===== src/rtl/piso_pkg.sv =====
// Shared definitions for the bit-serial transmitter: FSM state encoding and counter sizing.
// The PAR encoding is always defined so both build flavours share one state space.
package piso_pkg;

    localparam logic [1:0] ST_IDLE  = 2'd0;
    localparam logic [1:0] ST_SHIFT = 2'd1;
    localparam logic [1:0] ST_PAR   = 2'd2;

    // Bit counter runs 0..WIDTH, so it needs room for the value WIDTH itself.
    function automatic int cnt_width(input int width);
        return $clog2(width + 1);
    endfunction

endpackage


===== src/rtl/piso_serializer.sv =====
// Parallel-in/serial-out transmitter; optional even parity bit when PISO_PARITY_EN is defined.
// Latency: first bit on the first en=1 edge after the load edge; one bit per en=1 edge.
// Backpressure: in_ready is low from the load until one cycle after the final bit (1-cycle gap).
module piso_serializer
    import piso_pkg::*;
#(
    parameter int WIDTH     = 8,
    parameter bit MSB_FIRST = 1'b1
) (
    input  logic             clk,
    input  logic             rst_n,
    input  logic             en,
    input  logic             in_valid,
    output logic             in_ready,
    input  logic [WIDTH-1:0] in_data,
    output logic             sout,
    output logic             sout_valid,
    output logic             sout_last,
    output logic             busy
);

    localparam int             CW       = cnt_width(WIDTH);
    localparam logic [CW-1:0]  LAST_IDX = CW'(WIDTH - 1);

    logic [1:0]       state_q, state_d;
    logic [WIDTH-1:0] shreg_q, shreg_d;
    logic [CW-1:0]    cnt_q, cnt_d;
    logic             sout_q, sout_d;
    logic             sout_valid_q, sout_valid_d;
    logic             sout_last_q, sout_last_d;
    logic             busy_q, busy_d;
    logic             in_ready_q, in_ready_d;
`ifdef PISO_PARITY_EN
    logic             par_q, par_d;
`endif

    logic load;
    logic data_fire;
    logic last_data;
    logic next_bit;

    assign load      = (state_q == ST_IDLE) && in_valid && in_ready_q;
    assign data_fire = (state_q == ST_SHIFT) && en;
    assign last_data = (cnt_q == LAST_IDX);
    assign next_bit  = MSB_FIRST ? shreg_q[WIDTH-1] : shreg_q[0];

    // State register, shift register and counter share one reset-first block.
    always_ff @(posedge clk) begin
        if (!rst_n) begin
            state_q      <= ST_IDLE;
            shreg_q      <= '0;
            cnt_q        <= '0;
            sout_q       <= 1'b0;
            sout_valid_q <= 1'b0;
            sout_last_q  <= 1'b0;
            busy_q       <= 1'b0;
            in_ready_q   <= 1'b0;
`ifdef PISO_PARITY_EN
            par_q        <= 1'b0;
`endif
        end else begin
            state_q      <= state_d;
            shreg_q      <= shreg_d;
            cnt_q        <= cnt_d;
            sout_q       <= sout_d;
            sout_valid_q <= sout_valid_d;
            sout_last_q  <= sout_last_d;
            busy_q       <= busy_d;
            in_ready_q   <= in_ready_d;
`ifdef PISO_PARITY_EN
            par_q        <= par_d;
`endif
        end
    end

    // Next-state logic.
    always_comb begin
        state_d = state_q;
        case (state_q)
            ST_IDLE: begin
                if (load) begin
                    state_d = ST_SHIFT;
                end
            end
            ST_SHIFT: begin
                if (en && last_data) begin
`ifdef PISO_PARITY_EN
                    state_d = ST_PAR;
`else
                    state_d = ST_IDLE;
`endif
                end
            end
            ST_PAR: begin
`ifdef PISO_PARITY_EN
                if (en) begin
                    state_d = ST_IDLE;
                end
`else
                state_d = ST_IDLE;
`endif
            end
            default: begin
                state_d = ST_IDLE;
            end
        endcase
    end

    // Datapath and registered outputs.
    always_comb begin
        shreg_d      = shreg_q;
        cnt_d        = cnt_q;
        sout_d       = sout_q;
        sout_valid_d = 1'b0;
        sout_last_d  = 1'b0;
`ifdef PISO_PARITY_EN
        par_d        = par_q;
`endif
        if (load) begin
            shreg_d = in_data;
            cnt_d   = '0;
`ifdef PISO_PARITY_EN
            par_d   = ^in_data;
`endif
        end else if (data_fire) begin
            sout_d       = next_bit;
            sout_valid_d = 1'b1;
            cnt_d        = cnt_q + CW'(1);
            if (MSB_FIRST) begin
                shreg_d = {shreg_q[WIDTH-2:0], 1'b0};
            end else begin
                shreg_d = {1'b0, shreg_q[WIDTH-1:1]};
            end
`ifdef PISO_PARITY_EN
            sout_last_d  = 1'b0;
        end else if ((state_q == ST_PAR) && en) begin
            sout_d       = par_q;
            sout_valid_d = 1'b1;
            sout_last_d  = 1'b1;
`else
            sout_last_d  = last_data;
`endif
        end
        busy_d     = (state_d != ST_IDLE);
        // Lagging the IDLE state by one cycle gives the mandatory gap after a final bit.
        in_ready_d = (state_q == ST_IDLE) && !load;
    end

    assign sout       = sout_q;
    assign sout_valid = sout_valid_q;
    assign sout_last  = sout_last_q;
    assign busy       = busy_q;
    assign in_ready   = in_ready_q;

    a_last_has_valid: assert property (@(posedge clk) disable iff (!rst_n)
        sout_last |-> sout_valid);

endmodule


===== config.mk =====
export PLATFORM = sky130hd
export DESIGN_NAME = piso_serializer
export DESIGN_NICKNAME = d
export VERILOG_FILES = /design/src/rtl/piso_pkg.sv /design/src/rtl/piso_serializer.sv
export SDC_FILE = /design/constraint.sdc
export NUM_CORES = 1
export LEC_CHECK = 0
export ABC_AREA = 1
export BUFFER_PORTS_ARGS = -buffer_cell sky130_fd_sc_hd__clkbuf_2
export CAP_MARGIN = 20
export CORE_UTILIZATION = 40
export CTS_CLUSTER_SIZE = 8
export DETAILED_ROUTE_END_ITERATION = 16
export GPL_TIMING_DRIVEN = 0
export PLACE_DENSITY = 0.66
export SYNTH_ARGS = -nofsm -noshare
export SYNTH_HDL_FRONTEND = slang
export SYNTH_SLANG_ARGS = --single-unit

===== constraint.sdc =====
create_clock -name clk -period 3 [get_ports clk]
set_input_delay 0.3 -clock clk [delete_from_list [all_inputs] [get_ports clk]]
set_output_delay 0.3 -clock clk [all_outputs]
set_load 0.005 [all_outputs]

## Yosys cells after proc, flatten, opt, wreduce, memory -nomap -nowiden

Index checks and enable logic that the tools add are counted.

- Register bits after elaboration: 19
- Word-level logic and storage cells: 32

- $add $sub $neg: 1
- Equality and inequality tests: 2
- Multiplexer cells: 6
- Bitwise logic cells: 3
- Reductions and logical operators: 12

Operator list:

| cell | count |
|---|---|
| $mux 8 | 2 |
| $logic_and 1x1->1 | 5 |
| $add 4x1->4 const B | 1 |
| $eq 4x3->1 const B | 1 |
| $mux 2 | 2 |
| $pmux 2 s2 | 1 |
| $reduce_bool 2->1 | 2 |
| $not 1->1 | 3 |
| $reduce_or 3->1 | 1 |
| $eq 2x1->1 const B | 1 |
| $logic_not 2->1 | 1 |
| $reduce_and 2->1 | 1 |
| $reduce_or 2->1 | 1 |
| $logic_not 1->1 | 1 |
| $mux 1 | 1 |

## Logic depth before layout (Yosys ltp)

Gate-level depths: netlist of run 1.

- Depth after elaboration: 6
- Mapped depth: 8
- Depth with buffers taken out: 8

## Worst setup path before layout of run 1

No wires, ideal clock.

- Path kind: register -> register
- From: register state_q[0]
- To: register shreg_q[3]
- Arrival time: 0.938 ns
- Setup slack: 1.950 ns
- Stages on the path, launching flop included: 9
- Period minus slack after synthesis: 1.050 ns
- Cells stage by stage: dfxtp_1 buf_6 nor2_4 nand2_2 buf_6 nand3_1 nand2_1 nand2_1 nand2_1

- Longest elaborated chain between the ends: 4
- Elaborated cells on any way between the ends: 7
- Those cells by class: 1 x eq/ne; 1 x mux; 5 x reduce/logical

Ends and longest elaborated chain:

| element | line | text |
|---|---|---|
| from (decl) | piso_serializer.sv:25 | `logic [1:0] state_q, state_d;` |
| from (signal assigned) | piso_serializer.sv:62 | `state_q <= state_d;` |
| $logic_not 2->1 | piso_serializer.sv:42 | `assign load = (state_q == ST_IDLE) && in_valid && in_ready_q;` |
| $logic_and 1x1->1 (2 in a row) | piso_serializer.sv:42 |  |
| $mux 8 / $reduce_bool 2->1 (equally long branches) | n/a |  |
| to (signal assigned) | piso_serializer.sv:63 | `shreg_q <= shreg_d;` |
| to (decl) | piso_serializer.sv:26 | `logic [WIDTH-1:0] shreg_q, shreg_d;` |

Parallel ways exist; a longest one is shown, timed or not.
A chain may end at the register's enable or synchronous reset.

## Final worst setup path of run 1

- From: register state_q[0]
- To: register shreg_q[4]

The elaborated chain is that of the path after synthesis.

==> out/metrics.yaml, run 1 <==
rows: 16
worst_reg2reg_endpoint: "shreg_q[4]"
worst_hold_path.num_cells: 3
hold_violations: 0
synthesized_cell_area_um2: 845
detail_route.drc_violations: 0
switching_share: 0.235
top_signal_layer_used: "met4"
post_synth_and_or_nand_nor_area_fraction: 0.338
crit_type: "flop to flop"
yosysUniqueCellTypes: 20
synth_area_in_compound_gates: 0.0711
drt-initial-drc-count: 29
grt_max_degree: 11
utilization: 0.497
min_to: "shreg_q[0]"
route.layer.met1.wl_um: 784
setup.worst_path.start_class: "flop"
route.detailed.vias_per_inst: 4.85
num-nets-final: 144
crit_path_end_kind: "flop"
number_of_global_route_vias_before_repair: 646
finalSetupViolations: 0
cap_viol_max_count: 0
cts_tree: "built"
power.density_cell_area_nw_per_um2: 427
root_buffer: "clkbuf_4"
routed-wl-met2_um: 823
ctsHtreeMaxLevel: 1
antenna-diode-count: 0
maximum_vdd_drop_v: 0.000413
global_route.usage.total: 0.169
vias: 761
nFillCells: 212
reg2reg_slack_ns: 1.83
synth.mux.area_fraction: 0
clock_power_share: 0.304
drt.antenna.violating_nets: 0
synthAdderAreaFrac: 0.0148
cts_sinks: 19
cts_buffer_depth: 2
dpl.hpwl_um: 1280
antenna_violations_before_repair: 0
gpl.final_weighted_congestion: 0.795
drt_first_pass_iters: 6
netlist_instances: 110
run_status: "finished, final reports clean"
internal_power_uw: 321
final_period_minus_worst_setup_slack_ns: 1.17
cts.clk_slew.worst_paths_ns: 0.11
rsz0062_at_grt: "no"
sequentialPowerShare: 0.618
seq_area_frac_synth: 0.450
clk_latency_ns: 0.29
syn-num-nets: 123
die_h_um: 48.0
timing.critical_path.required_ns: 3.20
timing.final.max_slew_violations: 0
post_cts_resize_count: 0
postSynthAreaPerCell_um2: 7.68
floorplan.io_pins: 17
min_from: "in_data[0]"
leakagePower_uw: 0.000464
timing.rr.start: "state_q[0]"
count_of_buffers_inserted_at_the_top_level_ports: 16
worstHoldPathType: "primary input to flop"
layout_common_cells: "nand2_1, dfxtp_1, nand3_1, clkbuf_2, inv_1"
yosys.area_share.xor_xnor: 0.0104
routed_wire_per_std_cell_um: 10.7
drt_wl_total_um: 1680
sum_of_negative_setup_slack_ns: 0
upper_clock_frequency_limit_ghz: 0.857
initial_utilization: 0.426
global_route_wire_length_before_repair_um: 2660
die_w_um: 48.0
numCtsBuffers: 3
ys.warnings.count: 0
synth_top_family_by_area: "simple AND/OR/NAND/NOR gates"
critical_path_peak_fanout: 10
worst-endpoint-arrival_ns: 1.36
holdBufCountCts: 0
synthToLayoutAreaGrowth_pct: 16.6
reg2reg_depth: 8
finalCritPeriodShare: 0.389
post-cts-setup-buffers: 0
p_sw_uw: 98.6
synth-seq-cells: 19
comb_power_share: 0.078
most_common_cell_after_layout_fill_and_taps_aside: "nand2_1"
design.die.area_um2: 2300
worst_clock_skew_ns: 0.00689
congestion_overflow_gr: 0
final_layout_size_suffix_gt1_frac: 0.208
core_area_um2: 1980
route.met3.wl_um: 62
==> how the worst max path moves through the flow <==
stage / start / to / slack (ns) / depth (start not counted)
2_1_floorplan: state_q[0] / shreg_q[3] / 1.95 / 8
3_3_place_gp: state_q[0] / cnt_q[3] / 1.86 / 7
3_5_place_dp: state_q[0] / shreg_q[4] / 1.85 / 8
4_1_cts: state_q[0] / shreg_q[4] / 1.83 / 8
5_1_grt: state_q[0] / shreg_q[4] / 1.70 / 8
6_report: state_q[0] / shreg_q[4] / 1.83 / 8
==> synthesized netlist by cell type <==
| cell | n | area share |
|---|---|---|
| nor3b_1 | 1 | 0.0089 |
| nand4_1 | 6 | 0.044 |
| nand3_4 | 1 | 0.021 |
| inv_1 | 13 | 0.058 |
| conb_1 | 1 | 0.0044 |
| nand3_1 | 16 | 0.095 |
| xor2_1 | 1 | 0.010 |
| nor2_2 | 1 | 0.0074 |
| nand2_1 | 27 | 0.12 |
| nor3_1 | 2 | 0.012 |
| buf_6 | 2 | 0.027 |
| buf_8 | 1 | 0.018 |
| a21oi_1 | 12 | 0.071 |
| inv_2 | 1 | 0.0044 |
| clkbuf_1 | 1 | 0.0044 |
| ha_1 | 1 | 0.015 |
| nand2_2 | 1 | 0.0074 |
| nor2_1 | 2 | 0.0089 |
| dfxtp_1 | 19 | 0.45 |
| nor2_4 | 1 | 0.013 |
==> power groups by stage <==
| stage | registers, µW | clock network, µW | logic (µW) |
|---|---|---|---|
| 2_1_floorplan | 265 | 0 | 17.6 |
| 3_3_place_gp | 265 | 0 | 32.0 |
| 3_5_place_dp | 265 | 0 | 32.5 |
| 4_1_cts | 260 | 128 | 32.7 |
| 5_1_grt | 260 | 143 | 36.8 |
| 6_report | 260 | 128 | 32.6 |
==> flip-flops by register name (all words and copies together) (netlist names) <==
register    count
cnt_q           4
state_q         2
sout_valid      1
in_ready        1
shreg_q         8
sout            1
sout_last       1
busy            1
==> cells by family after synthesis <==
logic type | Yosys count
flops | 19
compound gates | 12
simple gates | 58
buf+inv | 18
fa+ha+maj | 1
xor+xnor | 1
other cells | 1
==> routing by layer <==
metal	up-vias	track usage
li1	396	-
met4	0	0.0333
met5	-	0
met2	16	0.284
met1	347	0.205
met3	2	0.0679
==> area by class of cell <==
type / instances / area [µm²] / share of cell area
sequential: 19 / 380 / 0.386
multi-input combinational: 73 / 370 / 0.376
timing repair buffer: 16 / 80.1 / 0.0813
inverter: 14 / 52.6 / 0.0534
buffer: 4 / 41.3 / 0.0419
tap: 27 / 33.8 / 0.0343
clock buffer: 4 / 26.3 / 0.0267
==> per-stage QoR <==
step	total power [µW]	instance area [µm²]	hold WS, ns	worst slack (ns)	std cells
final	420	985	0.233	1.83	157
after global routing	440	985	0.238	1.70	157
after CTS	421	985	0.241	1.83	157
after detailed placement	298	958	0.450	1.85	153
after global placement	297	958	0.443	1.86	153
after floorplan	283	845	0.403	1.95	110
==> critical path, stage by stage (launching register included) <==
cell and delay, ns:
dfxtp_1 0.32, buf_6 0.14, nor2_4 0.16, nand2_2 0.10, buf_6 0.15, nand3_1 0.07, nand2_1 0.05, nand2_1 0.05
nand2_1 0.04
Power figures use the tool's default switching activity.
==> inputs of run 2 (changes only) <==
--- a/config.mk
+++ b/config.mk
@@ -12,7 +12,7 @@
 export CTS_CLUSTER_SIZE = 8
 export DETAILED_ROUTE_END_ITERATION = 16
 export GPL_TIMING_DRIVEN = 0
-export PLACE_DENSITY = 0.66
+export PLACE_DENSITY = 0.69
 export SYNTH_ARGS = -nofsm -noshare
 export SYNTH_HDL_FRONTEND = slang
 export SYNTH_SLANG_ARGS = --single-unit
==> constraint.sdc (replaced) <==
create_clock -name clk -period 1 [get_ports clk]
set_input_delay 0.1 -clock clk [delete_from_list [all_inputs] [get_ports clk]]
set_output_delay 0.1 -clock clk [all_outputs]
set_load 0.005 [all_outputs]
==> out/metrics.yaml, run 2 (synthesized netlist as in run 1, its figures left out) <==
run_status: "finished, violations left"  # was finished, final reports clean
violations: "setup timing"
worstPathCellList: "nor2_4, nand2_4, buf_6, nand3_1, nand2_1, nand2_1, nand2_1"  # was buf_6, nor2_4, nand2_2, buf_6, nand3_1, nand2_1, nand2_1, nand2_1
max_reg_flops: 8  # unchanged
finalSetupViolations: 10  # was 0
tightestPinTransition_ns: 0.563
cts_sinks: 19  # unchanged
global_route.usage.total: 0.164  # was 0.169
global_route_wire_length_before_repair_um: 2620  # was 2660 µm
root_buffer: "clkbuf_4"  # unchanged
layout_common_cells: "nand2_1, clkbuf_2, dfxtp_1"  # was nand2_1, dfxtp_1, nand3_1, clkbuf_2, inv_1
worst_setup_slack_before_clock_tree_synthesis_ns: -0.143  # was 1.85 ns
holdBufCountCts: 0  # unchanged
count_of_buffers_inserted_at_the_top_level_ports: 16  # unchanged
reg2reg_slack_ns: -0.03  # was 1.83 ns
min_from: "in_data[0]"  # unchanged
top_register: "shreg_q"  # unchanged
cts_tree: "built"  # unchanged
final_critical_path_setup_slack_ns: -0.0290  # was 1.83 ns
crit_type: "flop to flop"  # unchanged
most_common_cell_after_layout_fill_and_taps_aside: "nand2_1"  # unchanged
final_period_minus_worst_setup_slack_ns: 1.03  # was 1.17 ns
number_of_global_route_vias_before_repair: 630  # was 646
drt_first_pass_iters: 4  # was 6
min_to: "shreg_q[0]"  # unchanged
clk_latency_ns: 0.29  # about the same
die_w_um: 48.0  # unchanged
grt_max_degree: 11  # unchanged
worst_path_max_delay_cell: "dfxtp_4"  # was dfxtp_1
numCtsBuffers: 3  # unchanged
timing.rr.start: "state_q[1]"  # was state_q[0]
utilization: 0.582  # was 0.497
dpl.hpwl_um: 1230  # was 1280 µm
maximum_vdd_drop_v: 0.000662  # was 0.000413 V
leakagePower_uw: 0.000518  # was 0.000464 µW
drt_wl_total_um: 1800  # was 1680 µm
detail_route.drc_violations: 0  # unchanged
slew_headroom: 0.625
power.density_cell_area_nw_per_um2: 1110  # was 427 nW/µm²
route.detailed.vias_per_inst: 4.85  # about the same
crit_path_end_kind: "flop"  # unchanged
largest_registers: "shreg_q (8), cnt_q (4), state_q (2)"  # unchanged
drt-initial-drc-count: 10  # was 29
hold_violations: 0  # unchanged
place.detailed.instances: 153  # unchanged
worst_reg2reg_endpoint: "shreg_q[3]"  # was shreg_q[4]
finalHoldWorstSlack_ns: 0.0404  # was 0.233 ns
critical_path_peak_fanout: 5  # was 10
timing.critical_path.required_ns: 1.20  # was 3.20 ns
timing.final.max_slew_violations: 0  # unchanged
cp_common_cell: "nand2_1"  # unchanged
antenna_violations_before_repair: 0  # unchanged
setup.worst_path.start_class: "flop"  # unchanged
synthToLayoutAreaGrowth_pct: 36.6  # was 16.6%
upper_clock_frequency_limit_ghz: 0.972  # was 0.857 GHz
worst_clock_skew_ns: 0.00592  # was 0.00689 ns
core_area_um2: 1980  # unchanged
routed_wire_per_std_cell_um: 11.0  # was 10.7 µm
congestion_overflow_gr: 0  # unchanged
final_layout_size_suffix_gt1_frac: 0.409  # was 0.208
antenna-diode-count: 0  # unchanged
initial_utilization: 0.426  # unchanged
nFillCells: 181  # was 212
cap_viol_max_count: 0  # unchanged
instances_no_fill: 164  # was 157
gpl.final_weighted_congestion: 0.792  # was 0.795
worst-endpoint-arrival_ns: 1.23  # was 1.36 ns
finalCritPeriodShare: 1.03  # was 0.389
floorplan.io_pins: 17  # unchanged
reg2reg_depth: 7  # was 8
design.die.area_um2: 2300  # unchanged
worst_hold_path.num_cells: 3  # unchanged
vias: 795  # was 761
cts_buffer_depth: 2  # unchanged
drt.antenna.violating_nets: 0  # unchanged
worstHoldPathType: "primary input to flop"  # unchanged
cts.clk_slew.worst_paths_ns: 0.11  # about the same
die_h_um: 48.0  # unchanged
num-nets-final: 151  # was 144
rsz0062_at_grt: "yes"  # was no
ctsHtreeMaxLevel: 1  # unchanged
rows: 16  # unchanged
max_stage_delay_ns: 0.38  # was 0.32 ns
run 2: timing repair:
action                     CTS  global route
buffers inserted             4             2
gates resized for setup      7            26
pin swaps                    2            11
cloned                       1             1
setup endpoints to repair   17            17
run 2: how the worst max path moves through the flow:
stage | from | endpoint | slack, ns | cells after the start
3_3_place_gp | state_q[0] | shreg_q[4] | -0.14 | 8
5_1_grt | state_q[1] | shreg_q[4] | -0.09 | 7
4_1_cts | state_q[1] | shreg_q[6] | -0.02 | 5
6_report | state_q[1] | shreg_q[3] | -0.03 | 7
3_5_place_dp | state_q[0] | shreg_q[4] | -0.14 | 8
2_1_floorplan | state_q[0] | shreg_q[3] | -0.05 | 8
run 2: metal layers:
metal,global-route usage,vias to the layer above,share of wire
met1,0.198,366,0.45
met3,0.0226,4,0.028
li1,-,413,-
met2,0.289,12,0.51
met4,0.0667,0,0.013
met5,0,-,0
run 2: stage by stage:
stage | total power (µW) | TNS [ns] | cell area [µm²]
4_1_cts | 1280 | -0.165 | 1020
6_report | 1280 | -0.195 | 1150
2_1_floorplan | 848 | -0.100 | 845
3_5_place_dp | 893 | -1.17 | 958
5_1_grt | 1330 | -0.876 | 1150
3_3_place_gp | 891 | -1.16 | 958
run 2: cell type report:
| cell class | count | area (µm²) | area share |
|---|---|---|---|
| buffer | 3 | 30.0 | 0.0260 |
| clock buffer | 4 | 26.3 | 0.0228 |
| tap | 27 | 33.8 | 0.0293 |
| sequential | 19 | 392 | 0.339 |
| multi-input combinational | 73 | 453 | 0.393 |
| timing repair buffer | 24 | 161 | 0.140 |
| inverter | 14 | 57.6 | 0.0499 |
run 2: worst max-delay path, delay by kind of cell, from the launching register on:
kind,cells,cell delay (ns)
simple gates,6,0.43
buf+inv,1,0.13
flops,1,0.38
run 2: power by group:
part / internal, µW / total, µW / switching (µW)
combinational: 56.0 / 124 / 67.8
sequential: 768 / 780 / 12.7
clock: 155 / 379 / 224
